==> src/rtl/sha1_pkg.sv <==
// Shared SHA-1 definitions: round constants, IV, rotate and round-function
// helpers, and the compression FSM state type.
package sha1_pkg;

  localparam logic [31:0]  K_00_19 = 32'h5A827999;
  localparam logic [31:0]  K_20_39 = 32'h6ED9EBA1;
  localparam logic [31:0]  K_40_59 = 32'h8F1BBCDC;
  localparam logic [31:0]  K_60_79 = 32'hCA62C1D6;
  localparam logic [159:0] SHA1_IV = 160'h67452301_EFCDAB89_98BADCFE_10325476_C3D2E1F0;
  localparam logic [6:0]   LAST_T  = 7'd79;

  typedef enum logic {
    ST_IDLE,
    ST_ROUND
  } state_t;

  function automatic logic [31:0] rotl(input logic [31:0] x, input int unsigned n);
    return (x << n) | (x >> (32 - n));
  endfunction

  function automatic logic [31:0] k_t(input logic [6:0] t);
    if (t < 7'd20)      return K_00_19;
    else if (t < 7'd40) return K_20_39;
    else if (t < 7'd60) return K_40_59;
    else                return K_60_79;
  endfunction

  function automatic logic [31:0] f_t(input logic [6:0] t, input logic [31:0] b,
                                      input logic [31:0] c, input logic [31:0] d);
    if (t < 7'd20)      return (b & c) | (~b & d);
    else if (t < 7'd40) return b ^ c ^ d;
    else if (t < 7'd60) return (b & c) | (b & d) | (c & d);
    else                return b ^ c ^ d;
  endfunction

endpackage

==> src/rtl/sha1_round.sv <==
// One combinational SHA-1 round: working variables a..e plus W_t and the
// round index t produce the next a..e.
module sha1_round
  import sha1_pkg::*;
(
  input  logic [6:0]  t,
  input  logic [31:0] a_i,
  input  logic [31:0] b_i,
  input  logic [31:0] c_i,
  input  logic [31:0] d_i,
  input  logic [31:0] e_i,
  input  logic [31:0] w_i,
  output logic [31:0] a_o,
  output logic [31:0] b_o,
  output logic [31:0] c_o,
  output logic [31:0] d_o,
  output logic [31:0] e_o
);

  logic [31:0] temp;

  assign temp = rotl(a_i, 5) + f_t(t, b_i, c_i, d_i) + e_i + k_t(t) + w_i;

  assign a_o = temp;
  assign b_o = a_i;
  assign c_o = rotl(b_i, 30);
  assign d_o = c_i;
  assign e_o = d_i;

endmodule

==> src/rtl/ars_sha_1.sv <==
// SHA-1 compression core: serial 16-word block load, 80 rounds over a
// rolling 16-word schedule window, then one edge to add the chaining value.
module ars_sha_1
  import sha1_pkg::*;
(
  input  logic         clk,
  input  logic         reset,
  input  logic [31:0]  din,
  input  logic         load,
  input  logic         start,
  input  logic [159:0] cv,
  input  logic         use_prev_cv,
  output logic         busy,
  output logic         ready,
  output logic [159:0] cv_next,
  output logic [31:0]  w
);

  state_t       state_q, state_d;
  logic [6:0]   t_q, t_d;
  logic [31:0]  a_q, b_q, c_q, d_q, e_q;
  logic [31:0]  a_d, b_d, c_d, d_d, e_d;
  logic [31:0]  a_n, b_n, c_n, d_n, e_n;
  logic [159:0] base_q, base_d;
  logic [159:0] cv_next_q, cv_next_d;
  logic         ready_q, ready_d;
  logic [31:0]  w_q [16];
  logic [31:0]  w_d [16];
  logic [31:0]  sched_tail;

  sha1_round u_round (
    .t   (t_q),
    .a_i (a_q),
    .b_i (b_q),
    .c_i (c_q),
    .d_i (d_q),
    .e_i (e_q),
    .w_i (w_q[0]),
    .a_o (a_n),
    .b_o (b_n),
    .c_o (c_n),
    .d_o (d_n),
    .e_o (e_n)
  );

  // Window holds W[t..t+15]; the new tail is W[t+16].
  assign sched_tail = rotl(w_q[13] ^ w_q[8] ^ w_q[2] ^ w_q[0], 1);

  always_comb begin
    state_d   = state_q;
    t_d       = t_q;
    a_d       = a_q;
    b_d       = b_q;
    c_d       = c_q;
    d_d       = d_q;
    e_d       = e_q;
    base_d    = base_q;
    cv_next_d = cv_next_q;
    ready_d   = 1'b0;
    for (int i = 0; i < 16; i++) w_d[i] = w_q[i];

    case (state_q)
      ST_IDLE: begin
        if (load) begin
          for (int i = 0; i < 15; i++) w_d[i] = w_q[i+1];
          w_d[15] = din;
        end else if (start) begin
          base_d  = use_prev_cv ? cv_next_q : cv;
          {a_d, b_d, c_d, d_d, e_d} = use_prev_cv ? cv_next_q : cv;
          t_d     = 7'd0;
          state_d = ST_ROUND;
        end
      end
      ST_ROUND: begin
        if (t_q > LAST_T) begin
          cv_next_d = {base_q[159:128] + a_q, base_q[127:96] + b_q,
                       base_q[95:64] + c_q, base_q[63:32] + d_q,
                       base_q[31:0] + e_q};
          ready_d   = 1'b1;
          state_d   = ST_IDLE;
        end else begin
          a_d = a_n;
          b_d = b_n;
          c_d = c_n;
          d_d = d_n;
          e_d = e_n;
          t_d = t_q + 7'd1;
          for (int i = 0; i < 15; i++) w_d[i] = w_q[i+1];
          w_d[15] = sched_tail;
        end
      end
      default: state_d = ST_IDLE;
    endcase
  end

  always_ff @(posedge clk or posedge reset) begin
    if (reset) begin
      state_q   <= ST_IDLE;
      t_q       <= '0;
      a_q       <= '0;
      b_q       <= '0;
      c_q       <= '0;
      d_q       <= '0;
      e_q       <= '0;
      base_q    <= '0;
      cv_next_q <= '0;
      ready_q   <= 1'b0;
      for (int i = 0; i < 16; i++) w_q[i] <= '0;
    end else begin
      state_q   <= state_d;
      t_q       <= t_d;
      a_q       <= a_d;
      b_q       <= b_d;
      c_q       <= c_d;
      d_q       <= d_d;
      e_q       <= e_d;
      base_q    <= base_d;
      cv_next_q <= cv_next_d;
      ready_q   <= ready_d;
      for (int i = 0; i < 16; i++) w_q[i] <= w_d[i];
    end
  end

  assign busy    = (state_q == ST_ROUND);
  assign ready   = ready_q;
  assign cv_next = cv_next_q;
  assign w       = w_q[0];

endmodule

==> config.mk <==
export PLATFORM = sky130hd
export DESIGN_NAME = ars_sha_1
export DESIGN_NICKNAME = d
export VERILOG_FILES = /design/src/rtl/sha1_pkg.sv /design/src/rtl/sha1_round.sv /design/src/rtl/ars_sha_1.sv
export SDC_FILE = /design/constraint.sdc
export NUM_CORES = 2
export LEC_CHECK = 0
export BUFFER_PORTS_ARGS = -buffer_cell sky130_fd_sc_hd__buf_2
export CORE_UTILIZATION = 65
export DETAILED_ROUTE_END_ITERATION = 10
export PLACE_DENSITY = 0.9
export SLEW_MARGIN = 10
export SYNTH_ARGS = -nofsm -noshare
export SYNTH_HDL_FRONTEND = slang
export SYNTH_HIERARCHICAL = 1
export SYNTH_SLANG_ARGS = --single-unit
==> constraint.sdc <==
create_clock -name clk -period 62.2 [get_ports clk]
set_input_delay 12.44 -clock clk [delete_from_list [all_inputs] [get_ports clk]]
set_output_delay 12.44 -clock clk [all_outputs]
set_load 0.02 [all_outputs]
==> metrics <==
post-layout min period=16.06 ns; Cells after Synth=6240; hold_sp=w_q[311]; initial core utilization=66.1%; EDFF count, synth=0; CP max FO=120; Max Used Layer=met5; CTS Buf Count=101; DRC viols=0; crit path kind=in2async; post-synthesis sequential area ratio=45.0%; DR vias=45900; Syn Nets=6755; DRT met1 WL=60700 µm; H-tree depth=3; Worst EP arrival=16.73 ns; fmax=62.3 MHz; setup violators final=0; final core occ=72.1%; routed wl met3=14700 µm; Tcrit/Tclk final=25.8%; FF+latch count, synth=1001; setup TNS=0 ns; die span in y=295 µm; die width=295 µm; top-count cell post-synth=nand2_1; cts hold-fix bufs=0; Worst Skew=0.0442 ns; RR Endpoint=a_q[25]; Clock Latency Late Sink=0.70 ns; DIE AREA=86800 µm²; drt total wl=165000 µm; Worst setup SP type=input port; Ports=391; synth unique cells=88; status=finished clean; R2R depth=20; global-route wire length before repair=253000 µm; Hold Vio Cnt, Final=0; worst hold endpoint=w_q[343]; Tot GR Track Use=38.2%; Synth area leader=dfrtp_1; Synth Cell Area=55600 µm²; CP Capture Type=asynchronous set/reset pin; CTS Buffer Depth=3; worst path setup slack after routing=46.14 ns; Synth Warn #=6; Layout Area Growth over Synthesis=9.06%; number of vias per cell=6.09; Clock Sinks=1001; largest net degree at the start of global routing=243; HPWL Detailed=117000 µm; row cnt=106; Antenna Violating Nets Remaining=0; I/O Buffers=390; Worst Hold Class=reg2reg; Least-Margin Pin Slew=1.25 ns; CTS tree=built; CP required=62.86 ns; Synth Flop Type=dfrtp_1; MaxCap Viol Count=0; Pre-Repair DR Iteration Count=8; DR WL met2=76800 µm; vias in the first global route=44900; share of the synthesized area in the top cell type=45.0%; RePlAce Congestion=1.02; GRT overflow=0; initial antenna violation count=3; Slew HR=17.0%; Syn Area/Cell=8.92 µm²; clock slew at reported path FFs=0.06 ns; pre-CTS setup slack=45.23 ns; Hold Crit Depth=2; layout cell share with drive strength beyond 1=12.4%; diode count=0; Synth area leaders=dfrtp_1 45%, nand2_1 12%, a21oi_1 4.8%, ha_1 4.5%, fa_1 4.2%; RSZ-0062 raised after global routing=no; root buffer cell=clkbuf_16; synth cell count leaders=1772 x nand2_1, 1001 x dfrtp_1, 539 x a21oi_1, 489 x nor2_1, 258 x inv_1; Worst R2R Start=t_q[4]; initial DRC count=4765; Reg2Reg Setup Slack=56.18 ns; setup bufs post-CTS=0; Post-layout nets=6838; WL/cell=21.9 µm; Resize count post-CTS=0; count of pins over their slew limit=0; worst setup path start=reset; asr flop ratio synth=100%; core area=84200 µm²
## cells by family after synthesis
group	after synthesis	synth area share, %
buf+inv	707	5.82
flops	1001	45.0
compound gates	1121	11.8
fa+ha+maj	318	8.73
mux	357	6.79
xor+xnor	284	4.47
simple gates	2452	17.4
## worst max-delay path by stage
| stage | to | slack (ns) | depth (start not counted) |
|---|---|---|---|
| after floorplan | a_q[0] | 21.60 | 1 |
| after global placement | w_q[20] | 45.30 | 6 |
| after detailed placement | w_q[204] | 45.23 | 6 |
| after CTS | w_q[327] | 45.95 | 6 |
| after global routing | w_q[359] | 45.39 | 6 |
| final | base_q[46] | 46.14 | 6 |
## registers in the layout (all words and copies together), names as in the netlist
| register | flops |
|---|---|
| cv_next | 160 |
| b_q | 32 |
| e_q | 32 |
| d_q | 32 |
| base_q | 160 |
| a_q | 32 |
| w_q | 480 |
| c_q | 32 |
| busy | 1 |
| ready | 1 |
| w | 32 |
| t_q | 7 |
## worst max-delay path, stage by stage
cell and delay (ns):
buf_2 0.13, inv_8 0.53, buf_4 0.77, buf_4 0.82
buf_4 0.89, buf_4 0.88
## through the flow
| stage | instance area, µm² | cells | hold WS (ns) |
|---|---|---|---|
| after floorplan | 55600 | 6240 | 0.439 |
| after global placement | 57100 | 7354 | 0.444 |
| after detailed placement | 57100 | 7354 | 0.449 |
| after CTS | 60700 | 7540 | 0.448 |
| after global routing | 60700 | 7540 | 0.476 |
| final | 60700 | 7540 | 0.459 |
## placed cells by master (no fill, tap or decap), drive strengths merged, types with 29 or more instances in the layout
cell type,n
a21o,80
a21oi,542
buf,423
clkbuf,148
dfrtp,1001
fa,117
ha,201
inv,266
mux2,163
mux2i,194
nand2,1773
nand3,41
nand4,46
nor2,489
o21ai,265
o21bai,29
xnor2,209
xor2,75
## final cells by class
cell class	count	area [µm²]
clock inverter	39	627
multi-input combinational	4532	27400
tap	1134	1420
timing repair buffer	424	2240
clock buffer	147	2960
sequential	1001	25000
fill	5962	23500
inverter	263	1000
## per-layer routing
metal / up-vias / track usage, %
met5: - / 0
met4: 6 / 25.8
met3: 618 / 8.55
met2: 2291 / 60.9
met1: 22400 / 46.6
li1: 20600 / -
Power is not shown: default switching activity piles up to over one toggle a cycle in this logic, so the estimate is an artifact.
